==> src/rtl/key_debouncer_pkg.sv <==
// Shared constants for the key front-end: key indices, level encoding and
// a width helper for counters sized from parameters.
package key_debouncer_pkg;

    localparam int KEY_ACTION  = 0;
    localparam int KEY_REACT   = 1;
    localparam int KEY_AVERAGE = 2;
    localparam int KEY_COMPARE = 3;

    localparam logic PRESSED  = 1'b1;
    localparam logic RELEASED = 1'b0;

    function automatic int clog2(input int value);
        int r;
        r = 0;
        while ((1 << r) < value) r++;
        return r;
    endfunction

    // Counters holding 0..value-1 need at least one bit even when value is 1.
    function automatic int cnt_width(input int value);
        return (clog2(value) < 1) ? 1 : clog2(value);
    endfunction

endpackage

==> src/rtl/key_debouncer_if.sv <==
// Key bundle between the raw button pins / consumer FSM (master) and the
// debouncer (slave).
interface key_debouncer_if #(
  parameter int NUM_KEYS = 4
);
  logic [NUM_KEYS-1:0] key_n;
  logic [NUM_KEYS-1:0] key_state;
  logic [NUM_KEYS-1:0] press_pulse;
  logic [NUM_KEYS-1:0] release_pulse;
  logic                any_press;
  logic                sample_tick;

  modport master (
    output key_n,
    input  key_state, press_pulse, release_pulse, any_press, sample_tick
  );

  modport slave (
    input  key_n,
    output key_state, press_pulse, release_pulse, any_press, sample_tick
  );
endinterface

==> src/rtl/key_debounce_channel.sv <==
// One key: 2-flop synchroniser, tick-driven stability counter, debounced level
// and one-cycle press/release strobes registered on acceptance.
module key_debounce_channel
  import key_debouncer_pkg::*;
#(
  parameter int STABLE_SAMPLES = 20
) (
  input  logic clk,
  input  logic rst,
  input  logic sample_tick,
  input  logic key_n,
  output logic key_state,
  output logic press_pulse,
  output logic release_pulse
);
  localparam int            CW   = cnt_width(STABLE_SAMPLES);
  localparam logic [CW-1:0] LAST = CW'(STABLE_SAMPLES - 1);

  logic          sync1;
  logic          sync2;
  logic          raw_p;
  logic [CW-1:0] cnt;

  // Synchroniser resets high so an untouched key reads as released.
  always_ff @(posedge clk or posedge rst) begin
    if (rst) begin
      sync1 <= 1'b1;
      sync2 <= 1'b1;
    end else begin
      sync1 <= key_n;
      sync2 <= sync1;
    end
  end

  assign raw_p = ~sync2;

  always_ff @(posedge clk or posedge rst) begin
    if (rst) begin
      cnt           <= '0;
      key_state     <= RELEASED;
      press_pulse   <= 1'b0;
      release_pulse <= 1'b0;
    end else begin
      press_pulse   <= 1'b0;
      release_pulse <= 1'b0;
      if (sample_tick) begin
        if (raw_p == key_state) begin
          cnt <= '0;
        end else if (cnt == LAST) begin
          cnt           <= '0;
          key_state     <= raw_p;
          press_pulse   <= (raw_p == PRESSED);
          release_pulse <= (raw_p == RELEASED);
        end else begin
          cnt <= cnt + CW'(1);
        end
      end
    end
  end
endmodule

==> src/rtl/key_debouncer.sv <==
// Debounces NUM_KEYS active-low buttons: shared sample-tick prescaler feeding
// independent per-key channels; any_press is the OR of the press strobes.
module key_debouncer
  import key_debouncer_pkg::*;
#(
  parameter int NUM_KEYS       = 4,
  parameter int CLK_FREQ_HZ    = 12000000,
  parameter int SAMPLE_HZ      = 1000,
  parameter int STABLE_SAMPLES = 20
) (
  input logic            clk,
  input logic            rst,
  key_debouncer_if.slave bus
);
  localparam int            TICK_DIV = CLK_FREQ_HZ / SAMPLE_HZ;
  localparam int            PW       = cnt_width(TICK_DIV);
  localparam logic [PW-1:0] PRE_LAST = PW'(TICK_DIV - 1);

  logic [PW-1:0]       pre_cnt;
  logic                tick;
  logic [NUM_KEYS-1:0] state_v;
  logic [NUM_KEYS-1:0] press_v;
  logic [NUM_KEYS-1:0] release_v;

  // Tick is registered, so it lands one cycle after the count hits its top.
  always_ff @(posedge clk or posedge rst) begin
    if (rst) begin
      pre_cnt <= '0;
      tick    <= 1'b0;
    end else begin
      tick    <= (pre_cnt == PRE_LAST);
      pre_cnt <= (pre_cnt == PRE_LAST) ? '0 : pre_cnt + PW'(1);
    end
  end

  for (genvar i = 0; i < NUM_KEYS; i++) begin : g_ch
    key_debounce_channel #(
      .STABLE_SAMPLES(STABLE_SAMPLES)
    ) u_ch (
      .clk          (clk),
      .rst          (rst),
      .sample_tick  (tick),
      .key_n        (bus.key_n[i]),
      .key_state    (state_v[i]),
      .press_pulse  (press_v[i]),
      .release_pulse(release_v[i])
    );
  end

  assign bus.key_state     = state_v;
  assign bus.press_pulse   = press_v;
  assign bus.release_pulse = release_v;
  assign bus.any_press     = |press_v;
  assign bus.sample_tick   = tick;
endmodule

==> src/flat_wrapper.sv <==
// flat-port wrapper written by rule: the top's interface ports become plain ports
module key_debouncer_flat import key_debouncer_pkg::*;
#(
  parameter int NUM_KEYS       = 4,
  parameter int CLK_FREQ_HZ    = 12000000,
  parameter int SAMPLE_HZ      = 1000,
  parameter int STABLE_SAMPLES = 20
)
  (clk, rst, bus_key_n, bus_key_state, bus_press_pulse, bus_release_pulse, bus_any_press, bus_sample_tick);
  key_debouncer_if #(.NUM_KEYS(NUM_KEYS)) bus_i ();
  input logic clk;
  input logic rst;
  input wire logic [$bits(bus_i.key_n)-1:0] bus_key_n;
  output wire logic [$bits(bus_i.key_state)-1:0] bus_key_state;
  output wire logic [$bits(bus_i.press_pulse)-1:0] bus_press_pulse;
  output wire logic [$bits(bus_i.release_pulse)-1:0] bus_release_pulse;
  output wire logic [$bits(bus_i.any_press)-1:0] bus_any_press;
  output wire logic [$bits(bus_i.sample_tick)-1:0] bus_sample_tick;
  assign bus_i.key_n = bus_key_n;
  assign bus_key_state = bus_i.key_state;
  assign bus_press_pulse = bus_i.press_pulse;
  assign bus_release_pulse = bus_i.release_pulse;
  assign bus_any_press = bus_i.any_press;
  assign bus_sample_tick = bus_i.sample_tick;
  key_debouncer #(.NUM_KEYS(NUM_KEYS), .CLK_FREQ_HZ(CLK_FREQ_HZ), .SAMPLE_HZ(SAMPLE_HZ), .STABLE_SAMPLES(STABLE_SAMPLES)) u_core (.clk(clk), .rst(rst), .bus(bus_i));
endmodule
==> config.mk <==
export PLATFORM = sky130hd
export DESIGN_NAME = key_debouncer_flat
export DESIGN_NICKNAME = d
export VERILOG_FILES = /design/src/rtl/key_debouncer_pkg.sv /design/src/rtl/key_debouncer_if.sv /design/src/rtl/key_debounce_channel.sv /design/src/rtl/key_debouncer.sv /design/src/flat_wrapper.sv
export SDC_FILE = /design/constraint.sdc
export NUM_CORES = 1
export LEC_CHECK = 0
export CAP_MARGIN = 20
export CORE_MARGIN = 2
export CORE_UTILIZATION = 32
export CTS_BUF_LIST = sky130_fd_sc_hd__clkbuf_4 sky130_fd_sc_hd__clkbuf_8 sky130_fd_sc_hd__clkbuf_16
export DETAILED_ROUTE_END_ITERATION = 12
export SYNTH_ARGS = -nofsm -noshare
export SYNTH_HDL_FRONTEND = slang
export SYNTH_SLANG_ARGS = --single-unit
==> constraint.sdc <==
create_clock -name clk -period 2.4 [get_ports clk]
set_input_delay 0.36 -clock clk [delete_from_list [all_inputs] [get_ports clk]]
set_output_delay 0.36 -clock clk [all_outputs]
set_load 0.02 [all_outputs]
* Yosys cells after proc, flatten, opt, wreduce, memory -nomap -nowiden
Cells that the tools add are included.
** Storage, ports and cells
- Bits in registers :: 55
- Input port bits :: 6
- Output and inout bits :: 14
- Word-level logic and storage cells :: 86
** Operators by class
- Add/subtract/negate cells :: 5
- Eq/ne operators :: 9
- Multiplexer cells :: 33
- Bitwise gates (word level) :: 8
- Reduce and logical (&&, ||, !) cells :: 5
** Operators by type and width (number)
- $mux W5 :: 8
- $mux W1 :: 24
- $add A5 B1 Y5 const B :: 4
- $eq A5 B5 Y1 const B :: 4
- $add A14 B1 Y14 const B :: 1
- $eq A14 B14 Y1 const B :: 1
- $mux W14 :: 1
- $reduce_and A3 Y1 :: 4
- $not A1 Y1 :: 8
- $eq A1 B1 Y1 :: 4
- $reduce_or A4 Y1 :: 1

* Logic depth before layout (Yosys ltp)
Gate-level depths: netlist of run 1.
- Word-level depth :: 4
- Depth in mapped cells :: 6
- Gate-level depth less buffers :: 5

* Cells and area by module
A second synthesis of run 1 with hierarchy kept.
** Unflattened totals
- Cells, all modules :: 237
- Area total of the unflattened synthesis :: 2623.8 µm²
** By module, submodules not included
- key_debounce_channel :: instances 4, cells each 41, area an instance 469.2 µm², seq. area each 252.7 µm²
- key_debouncer :: instances 1, cells each 73, area an instance 747.0 µm², seq. area each 375.4 µm²

* Worst setup path before layout of run 1
OpenSTA, ideal clock, no wires.
- Path kind :: register to register
- Start :: reg u_core.pre_cnt[0]
- End :: reg u_core.pre_cnt[10]
- Setup time :: 0.083 ns
- Arrival time :: 1.376 ns
- Data required time :: 2.317 ns
- Slack :: 0.941 ns
- Stages on the path, launching flop included :: 7
- Buffers on the path :: 1
- Period minus slack after synthesis :: 1.459 ns
- Path through :: dfrtp_1 > ha_1 > and4_1 > and4b_2 > buf_6 > nand3b_1 > o21ai_0
** On the way
- Word-level cells in the longest chain between the ends :: 2
- Elaborated cells between the ends (all ways) :: 3
- Those cells by class :: add/sub: 1; eq/ne: 1; mux: 1
** RTL lines
- from (decl) :: RTL line key_debouncer.sv:19 : logic [PW-1:0] pre_cnt;
- from (signal assigned) :: RTL line key_debouncer.sv:32 : pre_cnt <= (pre_cnt == PRE_LAST) ? '0 : pre_cnt + PW'(1);
- $add A14 B1 Y14 or $eq A14 B14 Y1 (tied branches) :: RTL line key_debouncer.sv:32
- $mux W14 (*) :: RTL line key_debouncer.sv:32
Every way passes the cells marked *; elsewhere a longest branch is shown, timed or not.
A chain may end at the register's enable or synchronous reset.

* Worst setup path after layout of run 1
- Start :: reg u_core.g_ch[2].u_ch.press_pulse
- End :: out bus_any_press
** On the way
- Word-level cells in the longest chain between the ends :: 1
** RTL lines
- from (decl) :: RTL line key_debounce_channel.sv:13 : output logic press_pulse,
- from (signal assigned) :: RTL line key_debounce_channel.sv:52 : press_pulse <= (raw_p == PRESSED);
- $reduce_or A4 Y1 :: RTL line key_debouncer.sv:53 : assign bus.any_press = |press_v;
- to (decl) :: RTL line flat_wrapper.sv:17 : output wire logic [$bits(bus_i.any_press)-1:0] bus_any_press;
Every way passes these cells.

==> flow_summary_export.csv, run 1 <==
group,metric,value,unit
run_status,status,"finished, final reports clean",
route,antenna_left,0,
route,vias,1617,
floorplan,die_width,92.4,um
clock_tree,cts_tree,"built",
run,maxCapViolCount,0,
synthesis,yosysMostFrequentCell,"dfrtp_1",
placement,dp_hpwl,2650,um
worst_setup_path,criticalPathCategory,"reg2out",
grt,grt_overflow,0,
floorplan,start_util,32.7,%
route,vias_per_cell,4.65,
synthesis,syn_area_per_cell,10.7,sq um
sta,rsz0062_at_grt,"false",
worst_setup_path,cp_cell_sequence,"or4_1, clkdlybuf4s50_1",
sta,finalSetupViolations,0,
synthesis,syn_inst,234,
route,drt_iter0_drc,58,
synthesis,synth-edff-count,0,
worst_setup_path,path_max_fanout,2,
sta,fin_crit,2100,ps
clock_tree,cts_buffers,5,
synthesis,synth_common_cells,"dfrtp_1, nor2_1, nand2_1",
clock_tree,clk_pin_slew_worst_paths,90,ps
sta,worstMarginPinSlew,373,ps
synthesis,synth_nets,246,
synthesis,synthTopCellsByArea,"dfrtp_1, dfstp_2, xor2_1",
synthesis,async_flop_share,100,%
synthesis,synthesis.area,2500,sq um
floorplan,io-pin-count,20,
route,drc_errors,0,
worst_setup_path,path_buf_inv,1,
floorplan,dieArea,8530,sq um
placement,place_congestion,0.756,
floorplan,fp-row-count,32,
route,firstDrtPassIters,4,
layout,diodes,0,
grt,busiest_layer,"met2",
worst_setup_path,worst_ep_required_time,2040,ps
worst_setup_path,cpPeakStageDelay,550,ps
route,routed_wl,3850,um
synthesis,synthDistinctLibCells,38,
grt,grt_pass1_vias,1645,
synthesis,ys_seq_area_share,55.5,%
layout,area_growth,13.1,%
floorplan,die-height,92.4,um
synthesis,synth_area_leader_cell,"dfrtp_1",
worst_setup_path,crit_slowest_cell,"clkdlybuf4s50_1",
clock_tree,cts_max_path_buffers,2,
synthesis,ys_seq_elements,55,
clock_tree,post-cts-setup-buffers,0,
synthesis,yosysWarnings,0,
sta,whs,359,ps
grt,grt_use_met1,12.8,%
sta,timing.fmax,476,MHz
clock_tree,cts-root-buf,"clkbuf_8",
worst_setup_path,critPathTopFamily,"buffers and inverters",
sta,finClkSkew,7.06,ps
grt,grt_pass1_wl,7160,um
synthesis,yosys.area.top_type_share,47.0,%
pwr,power-per-cell-area,537,nW/um^2
clock_tree,clock_latency,310,ps
floorplan,core_area,7650,sq um
pwr,finalPower,1.52,mW
layout,post-route-util,37.0,%
sta,finalHoldViolCount,0,
sta,slew_headroom,75.0,%
grt,grt_usage,10.3,%
worst_hold_path,hold_path_class,"reg2reg",
sta,fin_setup_tns,0,ps
synthesis,synth_ff_type,"dfrtp_1",
layout,num-nets-final,257,
grt,grt_use_met2,17.0,%
grt,grt_start_max_net_pins,56,
clock_tree,hold_buffers,0,
pwr,max-vdd-ir-drop,0.227,mV
layout,drive_gt1_share,11.0,%
grt,grt_use_met3,2.44,%
pwr,p_leak,1.25,nW
clock_tree,cts_resized,0,
placement,port_buffers,19,
sta,post-route-period-util,87.6,%
worst_setup_path,worst_setup_path_end_kind,"output port",
clock_tree,cts_num_sinks,55,
worst_setup_path,arrival,1740,ps
route,routedWlPerCell,11.1,um
worst_setup_path,crit_path_start_kind,"register",
sta,maxSlewViolCount,0,
grt,antenna_found_initial,0,
clock_tree,cts_htree_levels,2,
-- final timing paths --
check                                                startpoint                         to  slack (ps)  cells after the start
worst min-delay path                  u_core.g_ch[1].u_ch.sync1  u_core.g_ch[1].u_ch.sync2         360                      0
min in group asynchronous                                   rst          u_core.pre_cnt[7]         400                      3
worst max-delay path            u_core.g_ch[2].u_ch.press_pulse              bus_any_press         300                      2
worst min register to register        u_core.g_ch[1].u_ch.sync1  u_core.g_ch[1].u_ch.sync2         360                      0
max in group asynchronous                                   rst  u_core.g_ch[2].u_ch.sync2        1700                      3
worst max register to register                u_core.pre_cnt[0]         u_core.pre_cnt[10]         820                      5
-- sequential cells by signal (all words and copies together), names as in the netlist --
register,flops
u_core.g_ch.u_ch.press_pulse,4
u_core.bus.sample_tick,1
u_core.g_ch.u_ch.cnt,20
u_core.g_ch.u_ch.release_pulse,4
u_core.pre_cnt,14
u_core.g_ch.u_ch.key_state,4
u_core.g_ch.u_ch.sync2,4
u_core.g_ch.u_ch.sync1,4
-- kinds of logic (layout without fill, tap and decap cells) --
group | count (synthesis) | in the layout | synth area share [%]
flops | 55 | 55 | 55.5
buf+inv | 28 | 40 | 6.36
mux | 5 | 5 | 2.15
xor+xnor | 19 | 19 | 6.66
fa+ha+maj | 6 | 6 | 3.00
compound gates | 31 | 31 | 7.06
simple gates | 90 | 90 | 19.3
-- through the flow --
step	setup slack (ps)	instances	area, sq um
after floorplan	710	234	2500
after global placement	638	340	2730
after detailed placement	641	340	2730
after CTS	282	348	2830
after global routing	196	348	2830
final	299	348	2830
-- layout make-up --
cell class	instances	area (sq um)
clock inverter	1	8.76
tap	102	128
multi-input combinational	151	955
sequential	55	1390
inverter	11	41.3
fill	755	4820
timing repair buffer	21	218
clock buffer	7	90.1
-- placed cells by master (no fill, tap or decap), types with 2 or more instances in the layout --
master	netlist	layout
nand2_1	21	21
nand3_1	11	11
dfstp_2	8	8
mux2_2	3	3
nor4bb_1	2	2
o21ai_0	16	16
o22ai_1	3	3
xor2_1	13	13
and3_1	3	3
and2_1	2	2
mux2i_1	2	2
or3_1	3	3
o31ai_1	2	2
nand4b_1	2	2
nand2b_1	4	4
clkdlybuf4s50_1	0	19
o21a_1	2	2
xnor2_1	6	6
nor3_1	6	6
a21oi_1	6	6
dfrtp_1	47	47
clkbuf_8	0	6
ha_1	6	6
nand4_1	6	6
nor2_1	22	22
inv_1	11	10
-- power by group --
group | switching, mW | internal [mW]
combinational | 0.0241 | 0.0133
sequential | 0.00430 | 0.938
clock | 0.289 | 0.248
total | 0.318 | 1.20
-- metal layers --
layer	vias up	share of wire, %	routed length [um]
met2	21	48	1850
met3	7	3.1	119
met1	788	47	1810
met5	-	0	0
li1	801	-	-
met4	0	1.9	72
Note: power is estimated with default switching activity, not from simulation.
==> run 2, diff against run 1 <==
Settings changed: CORE_UTILIZATION 32 to 61, PLACE_DENSITY set to 0.83.
==> run 2 against run 1 <==
  * Worst hold slack better by 0.81 ps
  * Clock skew up 4.3 ps
  * Critical path depth is the same
  * Fmax shrank 0.20%
  * Non-clock buffer count is the same
  * Die area decreased by 46%
  * Sequential power barely moved
  * Design area fell by 2.5%
==> flow_summary_export.csv, run 2 (synthesized netlist as in run 1, its figures left out) <==
group,metric,value,unit
sta,worstMarginPinSlew,655,ps
sta,finalSetupViolations,0,
route,antenna_left,0,
layout,final_cell_mix,"dfrtp_1, nor2_1, nand2_1",
placement,place_congestion,0.809,
layout,layout_commonest_cell,"dfrtp_1",
worst_setup_path,worst_ep_required_time,2040,ps
grt,grt_overflow,0,
clock_tree,cts-root-buf,"clkbuf_8",
worst_setup_path,cpPeakStageDelay,550,ps
sta,post-route-period-util,87.7,%
worst_setup_path,r2r_end,"u_core.pre_cnt[10]",
worst_setup_path,r2r_start,"u_core.pre_cnt[0]",
worst_hold_path,min-delay-start,"u_core.g_ch[1].u_ch.sync1",
pwr,p_switching,0.305,mW
worst_hold_path,hold_path_class,"reg2reg",
pwr,p_leak,1.25,nW
clock_tree,clk_pin_slew_worst_paths,90,ps
clock_tree,post-cts-setup-buffers,0,
placement,place_area,2650,sq um
worst_setup_path,arrival,1750,ps
clock_tree,cts_buffers,5,
worst_setup_path,reg2reg_slack,840,ps
floorplan,die-height,68.0,um
floorplan,core_area,3970,sq um
pwr,max-vdd-ir-drop,0.513,mV
pwr,p_int,1.27,mW
route,routed_wl,4030,um
route,firstDrtPassIters,4,
clock_tree,cts_resized,0,
floorplan,start_util,62.9,%
layout,largest-register,"u_core.g_ch.u_ch.cnt",
clock_tree,cts_htree_levels,2,
clock_tree,hold_buffers,0,
layout,diodes,0,
run_status,status,"finished, final reports clean",
worst_hold_path,whs_endpoint,"u_core.g_ch[1].u_ch.sync2",
layout,area_growth,10.3,%
worst_setup_path,cp_cell_sequence,"or4_1, clkdlybuf4s50_1",
floorplan,fp-row-count,23,
floorplan,dieArea,4630,sq um
sta,timing.fmax,475,MHz
layout,top_regs,"u_core.g_ch.u_ch.cnt: 20 flops, u_core.pre_cnt: 14 flops",
sta,maxSlewViolCount,0,
layout,num-nets-final,257,
route,vias_per_cell,5.55,
route,routedWlPerCell,13.7,um
layout,multiInputGateArea,955,sq um
layout,seq_area,1390,sq um
route,vias,1637,
worst_hold_path,hold_depth,0,
placement,place_inst,288,
clock_tree,cts_num_sinks,55,
grt,grt_pass1_wl,6680,um
pwr,seqPwrFrac,60.0,%
grt,grt_usage,19.3,%
sta,fin_crit,2110,ps
pwr,power-per-cell-area,570,nW/um^2
placement,dp_hpwl,2800,um
worst_setup_path,criticalPathCategory,"reg2out",
worst_setup_path,rr_worst_depth,5,
layout,largest_register_ffs,20,
floorplan,die_width,68.0,um
layout,fill_cells,316,
sta,slew_headroom,56.3,%
route,drc_errors,0,
grt,grt_pass1_vias,1607,
sta,rsz0062_at_grt,"false",
clock_tree,cts_tree,"built",
grt,antenna_found_initial,0,
pwr,switching_share,19.4,%
placement,port_buffers,19,
worst_setup_path,crit_path_start_kind,"register",
pwr,p_comb_share,2.2,%
sta,finClkSkew,11.3,ps
sta,finalHoldViolCount,0,
clock_tree,cts_max_path_buffers,2,
floorplan,io-pin-count,20,
pwr,clkPwrFrac,37.8,%
sta,fin_setup_tns,0,ps
worst_setup_path,crit_slowest_cell,"clkdlybuf4s50_1",
layout,fin_cells,295,
route,drt_iter0_drc,186,
worst_setup_path,worst_setup_path_end_kind,"output port",
clock_tree,clock_latency,300,ps
layout,fin_area,2760,sq um
run,maxCapViolCount,0,
grt,grt_start_max_net_pins,56,
layout,drive_gt1_share,10.6,%
pwr,finalPower,1.57,mW
worst_setup_path,path_max_fanout,2,
## run 2: metrics by stage
stage	setup slack [ps]	hold slack, ps	util, %
6_report	295	360	69.4
3_5_place_dp	615	349	66.7
4_1_cts	282	361	69.4
2_1_floorplan	710	345	-
5_1_grt	228	366	69.4
3_3_place_gp	648	345	66.7
## run 2: critical path: cells and delay by family (launching register included)
family        cells  cell delay [ps]
buf+inv           1              550
simple gates      1              510
flops             1              390
## run 2: layout make-up
type	count	share of cell area [%]
clock buffers	6	2.77
clock inverters	1	1.09
inverters	11	1.50
multi-input cells	151	34.6
flip-flops and latches	55	50.3
well taps	50	2.27
repair buffers	21	7.44
## run 2: worst max-delay path by stage
| stage | from | end | slack, ps | cells past startpoint |
|---|---|---|---|---|
| 2_1_floorplan | rst | u_core.bus.sample_tick | 710 | 1 |
| 3_3_place_gp | u_core.g_ch[2].u_ch.press_pulse | bus_any_press | 650 | 2 |
| 3_5_place_dp | u_core.g_ch[2].u_ch.press_pulse | bus_any_press | 620 | 2 |
| 4_1_cts | u_core.g_ch[2].u_ch.press_pulse | bus_any_press | 280 | 2 |
| 5_1_grt | u_core.g_ch[2].u_ch.press_pulse | bus_any_press | 230 | 2 |
| 6_report | u_core.g_ch[2].u_ch.press_pulse | bus_any_press | 290 | 2 |
## run 2: power by group through the flow
stage / Combinational, mW / Sequential, mW / Clock [mW]
global route: 0.0410 / 0.944 / 0.639
global placement: 0.0359 / 0.960 / 0
floorplan: 0.0204 / 0.960 / 0
finish: 0.0350 / 0.943 / 0.593
CTS: 0.0367 / 0.943 / 0.603
detailed placement: 0.0366 / 0.961 / 0
## run 2: metal layers
metal | GRT usage, % | vias to the layer above | wire (um)
li1 | - | 809 | -
met1 | 22.3 | 807 | 1780
met2 | 35.3 | 14 | 2100
met3 | 3.95 | 7 | 83
met4 | 6.75 | 0 | 60
met5 | 0 | - | 0
==> run 3, diff against run 2 <==
Settings changed: CTS_CLUSTER_SIZE set to 14.
==> results of run 3 <==
The final DEF is identical to that of run 2; final timing and power are the same.
